File: src/rtl/bin_to_bcd_formatter.sv
// Sequential double-dabble converter: 32-bit unsigned/signed operand to 8 packed BCD digits,
// with a one-cycle load pulse for the downstream seven-segment display driver.
module bin_to_bcd_formatter #(
  parameter bit SATURATE = 1'b1
) (
  input  logic        clk,
  input  logic        rst_n,
  input  logic        start,
  input  logic [31:0] value,
  input  logic        is_signed,
  output logic        busy,
  output logic [31:0] bcd_out,
  output logic        load,
  output logic        negative,
  output logic        overflow
);

  typedef enum logic [1:0] {StIdle, StShift, StFinish} state_e;

  state_e      state_q, state_d;
  logic [31:0] mag_q, mag_d;
  logic [39:0] acc_q, acc_d;
  logic [4:0]  cnt_q, cnt_d;
  logic        neg_r_q, neg_r_d;
  logic [31:0] bcd_q, bcd_d;
  logic        load_q, load_d;
  logic        negative_q, negative_d;
  logic        overflow_q, overflow_d;

  logic [39:0] acc_adj;
  logic        acc_ovf;

  // Add-3 correction on every nibble >= 5 so each digit stays 0..9 after the shift.
  always_comb begin
    acc_adj = acc_q;
    for (int i = 0; i < 10; i++) begin
      if (acc_q[4*i +: 4] >= 4'd5) begin
        acc_adj[4*i +: 4] = acc_q[4*i +: 4] + 4'd3;
      end
    end
  end

  assign acc_ovf = |acc_q[39:32];

  always_comb begin
    state_d    = state_q;
    mag_d      = mag_q;
    acc_d      = acc_q;
    cnt_d      = cnt_q;
    neg_r_d    = neg_r_q;
    bcd_d      = bcd_q;
    load_d     = 1'b0;
    negative_d = negative_q;
    overflow_d = overflow_q;

    case (state_q)
      StIdle: begin
        // The load cycle is still the tail of the previous conversion: start is ignored there.
        if (start && !load_q) begin
          if (is_signed && value[31]) begin
            mag_d   = ~value + 32'd1;
            neg_r_d = 1'b1;
          end else begin
            mag_d   = value;
            neg_r_d = 1'b0;
          end
          acc_d   = '0;
          cnt_d   = '0;
          state_d = StShift;
        end
      end
      StShift: begin
        acc_d = {acc_adj[38:0], mag_q[31]};
        mag_d = {mag_q[30:0], 1'b0};
        cnt_d = cnt_q + 5'd1;
        if (cnt_q == 5'd31) begin
          state_d = StFinish;
        end
      end
      StFinish: begin
        overflow_d = acc_ovf;
        negative_d = neg_r_q;
        bcd_d      = (acc_ovf && SATURATE) ? 32'h9999_9999 : acc_q[31:0];
        load_d     = 1'b1;
        state_d    = StIdle;
      end
      default: begin
        state_d = StIdle;
      end
    endcase
  end

  always_ff @(posedge clk) begin
    if (!rst_n) begin
      state_q    <= StIdle;
      mag_q      <= '0;
      acc_q      <= '0;
      cnt_q      <= '0;
      neg_r_q    <= 1'b0;
      bcd_q      <= '0;
      load_q     <= 1'b0;
      negative_q <= 1'b0;
      overflow_q <= 1'b0;
    end else begin
      state_q    <= state_d;
      mag_q      <= mag_d;
      acc_q      <= acc_d;
      cnt_q      <= cnt_d;
      neg_r_q    <= neg_r_d;
      bcd_q      <= bcd_d;
      load_q     <= load_d;
      negative_q <= negative_d;
      overflow_q <= overflow_d;
    end
  end

  assign busy     = (state_q != StIdle);
  assign bcd_out  = bcd_q;
  assign load     = load_q;
  assign negative = negative_q;
  assign overflow = overflow_q;

endmodule

File: config.mk
export PLATFORM = sky130hd
export DESIGN_NAME = bin_to_bcd_formatter
export DESIGN_NICKNAME = d
export VERILOG_FILES = /design/src/rtl/bin_to_bcd_formatter.sv
export SDC_FILE = /design/constraint.sdc
export NUM_CORES = 1
export LEC_CHECK = 0
export CAP_MARGIN = 25
export CELL_PAD_IN_SITES_DETAIL_PLACEMENT = 1
export CELL_PAD_IN_SITES_GLOBAL_PLACEMENT = 1
export CORE_MARGIN = 8
export CORE_UTILIZATION = 23
export DETAILED_ROUTE_END_ITERATION = 10
export HOLD_SLACK_MARGIN = 0.12
export PLACE_DENSITY = 0.58
export SKIP_CTS_REPAIR_TIMING = 1
export SYNTH_ARGS = -nofsm -noshare
export SYNTH_HDL_FRONTEND = slang
export SYNTH_SLANG_ARGS = --single-unit
File: constraint.sdc
create_clock -name clk -period 1.9 [get_ports clk]
set_clock_uncertainty 0.2 [all_clocks]
set_input_delay 0.38 -clock clk [delete_from_list [all_inputs] [get_ports clk]]
set_output_delay 0.38 -clock clk [all_outputs]
set_load 0.02 [all_outputs]
-- Word level (Yosys, flattened, before mapping)
Index checks and enable logic that the tools add are counted.
- register bits after elaboration: 115
- output and inout bits: 36
- add/sub/neg operators: 12
- magnitude comparators: 10
- equal/unequal tests: 5
- mux-type cells: 23
- bitwise operators: 1
- reductions and logical operators: 10
- operators by type and width (kind ; number):
    2-to-1 mux 32 bit ; 3
    case mux 40 bit (2 select lines) ; 1
    case mux 32 bit (2 select lines) ; 1
    >= comparator 4 x 3 -> 1 bit, second input constant ; 10
    2-to-1 mux 40 bit ; 1
    adder 4 x 2 -> 4 bit, second input constant ; 9
    2-to-1 mux 4 bit ; 9
    adder 32 x 1 -> 32 bit, second input constant ; 1
    inverter 32 bit ; 1
    case mux 5 bit (2 select lines) ; 1
    OR reduction 8 bit ; 1
    AND reduction 2 bit ; 3
    adder 5 x 1 -> 5 bit, second input constant ; 1
    == test 5 bit, second input constant ; 1
    2-to-1 mux 5 bit ; 1
    2-to-1 mux 2 bit ; 2
    != test 2 bit, second input constant ; 2
    case mux 2 bit (2 select lines) ; 1
    nonzero test 2 bit ; 2
    adder 3 x 2 -> 3 bit, second input constant ; 1
    2-to-1 mux 3 bit ; 1
    == test 2 x 1 -> 1 bit, second input constant ; 1
    == test 2 bit, second input constant ; 1
    logical AND 1 bit ; 2
    3 further kinds ; 4

-- Depth between registers and ports, before layout
- word-level depth: 5
- depth in mapped cells: 7
- gate-level depth less buffers: 7

-- Worst setup path after synthesis
Ideal clock, no wire load.
- kind: in2reg
- from: input value[18]
- to: register mag_q[23]
- arrival: 1.765 ns
- setup slack: -0.190 ns
- stages on the path: 6
- path buffers: 1
- cell sequence: or3_1 -> buf_2 -> or4_4 -> o31ai_2 -> xor2_1 -> o21ai_1
- longest elaborated chain between the ends: 5
- RTL lines (element ; line ; source):
    start, declared ; 9 ; input logic [31:0] value,
    inverter 32 bit ; 61 ; mag_d = ~value + 32'd1;
    adder 32 x 1 -> 32 bit ; 61 ;
    2-to-1 mux 32 bit ; 60 ; if (is_signed && value[31]) begin
    2-to-1 mux 32 bit ; 59 ; if (start && !load_q) begin
    case mux 32 bit (2 select lines) ; 56 ; case (state_q)
    end signal, assigned ; 106 ; mag_q <= mag_d;
    end, declared ; 21 ; logic [31:0] mag_q, mag_d;
Every way passes these cells. The select of a mux whose other input is x is not followed.
A chain may end at the register's enable or synchronous reset.

-- Worst setup path in the final report
- from: input value[16]
- to: register mag_q[24]
Same word-level chain as after synthesis.

==> key figures <==
Power
  • PwrDens: 745 nW/um^2
  • Part of the power in registers: 39.3%
  • Logic pwr share: 11.0%
  • Sw Pwr: 1480 uW
  • Pleak: 0.00394 uW
  • Overall power consumption: 6390 uW
  • Switching Fraction: 23.2%
  • Clock power share: 49.7%
  • Int Pwr: 4910 uW
  • Max VDD drop: 0.669 mV

Timing
  • Actual slew at the worst max-slew pin: 0.360 ns
  • Final Hold Slack: 0.175 ns
  • RSZ-0062 raised after global routing: yes
  • Fin. Hold Viols: 0
  • Final Cycle Share: 102%
  • Setup ws final: -0.0332 ns
  • Tmin final: 1.93 ns
  • Final Max Slew Viols: 0
  • Rel. slew slack: 75.7%
  • Peak Freq: 0.517 GHz
  • Final setup viols: 1

CTS
  • CTS root buf: clkbuf_16
  • CTS Buffer Depth: 2
  • Num Clock Sinks: 115
  • Clock-pin slew on the worst setup and hold paths: 0.06 ns
  • Total number of H-tree levels: 4
  • TritonCTS clock tree: done
  • CTS buffer count: 17
  • Skew-Pair Late Insertion Delay: 0.41 ns

Synth
  • Synth Instances: 705
  • Seq/Total Area, Yosys: 38.5%
  • Syn Std Cell Area: 5980 sq um
  • Share of the synthesized area in compound gates (AO/OA/AOI/OAI): 24.7%
  • Top cells by count, synth: dfxtp_1, nand2_1, o21ai_0
  • Asr flop ratio synth: 0%
  • Post-Synth XOR/XNOR Area: 7.03%
  • Largest family of logic cells by synthesized area: compound AO/OA/AOI/OAI gates
  • Yosys reg bits: 115
  • Post-synth top area cell: dfxtp_1
  • Synth Flop Type: dfxtp_1
  • Synth top area cells: dfxtp_1, ha_1, o21ai_0, a21boi_0, nand2_1
  • Post-Syn Area per Cell: 8.49 sq um
  • Number of synthesized flops with an enable pin: 0
  • Top-area cell type share of the netlist area: 38.5%
  • Ys Warns: 0
  • Adder-Cell Fraction of Synth Area: 5.23%
  • Synth Area in Simple Gates: 19.5%
  • Yosys cell types: 55
  • Mapped Nets: 766
  • Multiplexer area fraction after synthesis: 0.356%
  • Most frequent cell after synthesis: dfxtp_1

Routing
  • Routed length per instance: 15.5 microns
  • Final antenna-violating net count: 0
  • Drt drc: 0
  • Initial DRT Pass Iterations: 5
  • Vias per inst: 4.67
  • WL final: 18200 microns
  • Iter 0 DRT Violations: 302
  • Vias post-DR: 5489

Global routing
  • GR Overflow Total: 0
  • Vias in the first global route: 5635
  • Antenna violations before repair: 0
  • First-pass GRT wire length: 29300 microns
  • Pin count of the biggest net entering global routing: 48
  • Tot GR Track Use: 11.5%

Outcome
  • Status: complete, but fails checks
  • Failing checks: setup timing

Setup path
  • WP data required: 2.00 ns
  • CP Class: in2reg
  • Startpoint Class: input pin
  • Crit. End Element: flop
  • Crit path max fanout: 4
  • CP arrival: 2.04 ns

Floorplan
  • Starting Density: 23.2%
  • Row count: 59
  • I/O pin total: 72
  • Core area: 25800 sq um
  • Die height: 177 microns
  • Die ar.: 31400 sq um
  • Horiz. Die Dim: 177 microns

Job
  • Max_cap viols: 0

Placement
  • Routability Congestion: 0.763
  • Port bufs: 71
  • DP Cell Count: 1140
  • Placed cell areas: 7650 sq um
  • Placed wire-length estimate: 12700 microns

Layout
  • Final Cell Area: 8580 sq um
  • Share of layout cells above drive strength 1: 17.5%
  • Fill cells: 3021
  • Area delta synth->final: 43.5%
  • Final Non-Filler Cells: 1176
  • # nets final: 892
  • Diode count: 0

Worst hold path
  • Worst Hold Class: in2reg
-- power by group through the flow --
stage / Combinational [uW] / Sequential [uW] / Clock (uW)
after floorplan: 323 / 2550 / 0
after global placement: 674 / 2560 / 0
after detailed placement: 680 / 2560 / 0
after CTS: 683 / 2510 / 3260
after global routing: 768 / 2520 / 3370
final: 705 / 2510 / 3180
-- per-stage QoR --
step           setup TNS (ns)  setup WS [ns]  utilization (%)
6_report              -0.0332        -0.0332             33.3
5_1_grt                -0.159        -0.0978             33.3
4_1_cts                 -6.39         -0.318             31.9
3_5_place_dp           -29.20         -0.691             29.7
3_3_place_gp           -27.44         -0.617             29.7
2_1_floorplan          -0.971         -0.190                -
-- flip-flops by register name, indices dropped and copies added (netlist names) --
name,cells
load,1
bcd_out,32
mag_q,32
negative,1
neg_r_q,1
overflow,1
state_q,2
acc_q,40
cnt_q,5
-- metal layers --
layer | routed length (microns) | vias to the layer above | part of all wire (%) | global-route usage (%)
met5 | 0 | - | 0 | 0
met4 | 201 | 0 | 1.1 | 3.47
met3 | 539 | 14 | 3.0 | 2.65
met2 | 7960 | 87 | 44 | 17.9
met1 | 9520 | 2624 | 52 | 15.6
li1 | - | 2764 | - | -
-- placed cells by master, fill, tap and decap left out, types with 3 or more instances in the layout --
cell | Yosys | layout
a21boi_0 | 37 | 37
a21o_1 | 8 | 8
a21oi_1 | 20 | 19
a222oi_1 | 4 | 4
a22o_1 | 22 | 22
a22oi_1 | 13 | 13
a31oi_1 | 9 | 9
a32oi_1 | 8 | 8
and2_1 | 3 | 3
and3_1 | 5 | 5
buf_12 | 0 | 9
buf_4 | 0 | 73
buf_6 | 0 | 3
bufinv_16 | 0 | 3
clkbuf_1 | 43 | 4
clkbuf_16 | 0 | 17
clkbuf_2 | 0 | 3
clkdlybuf4s50_1 | 0 | 14
clkinv_2 | 0 | 3
dfxtp_1 | 115 | 114
dlymetal6s2s_1 | 0 | 52
ha_1 | 25 | 24
inv_1 | 24 | 24
nand2_1 | 73 | 73
nand2b_1 | 14 | 14
nand3_1 | 39 | 39
nand4_1 | 4 | 4
nor2_1 | 18 | 18
nor2b_1 | 31 | 28
nor2b_4 | 0 | 3
nor3_1 | 20 | 17
nor4_1 | 3 | 3
nor4_4 | 1 | 3
o211ai_1 | 8 | 8
o21ai_0 | 59 | 56
o21ai_1 | 5 | 8
o31ai_4 | 0 | 4
or3_4 | 0 | 3
xnor2_1 | 26 | 26
xor2_1 | 22 | 22
-- logic make-up after synthesis --
logic type / count (synthesis)
adder cells (fa/ha/maj): 25
multiplexers: 2
flip-flops: 115
buffers and inverters: 74
XOR/XNOR: 48
AO/OA/AOI/OAI: 215
AND/OR/NAND/NOR: 226
-- path summary, 6_finish.rpt --
kind,start,to,slack (ns),cells after the start
min reg2reg,bcd_out[22]$_SDFFE_PN0P_,bcd_out[22]$_SDFFE_PN0P_,0.26,2
min,value[18],mag_q[18]$_SDFFE_PN0P_,0.18,4
max reg2reg,acc_q[32]$_SDFFE_PN0P_,acc_q[34]$_SDFFE_PN0P_,0.15,7
max,value[16],mag_q[24]$_SDFFE_PN0P_,-0.03,6
-- critical path: stages --
cell and delay [ns]:
buf_6 0.09, or3_4 0.40, or4_4 0.57, o41ai_4 0.35, xor2_1 0.16, o21ai_1 0.08
-- area by class of cell --
class | instances | area, sq um | area share, %
multi-input combinational | 517 | 3610 | 42.1
clock inverter | 6 | 105 | 1.22
inverter | 24 | 90.1 | 1.05
timing repair buffer | 156 | 1590 | 18.5
clock buffer | 23 | 468 | 5.45
tap | 335 | 419 | 4.88
sequential | 115 | 2300 | 26.8
No activity file was read; power rests on OpenSTA's default activity.
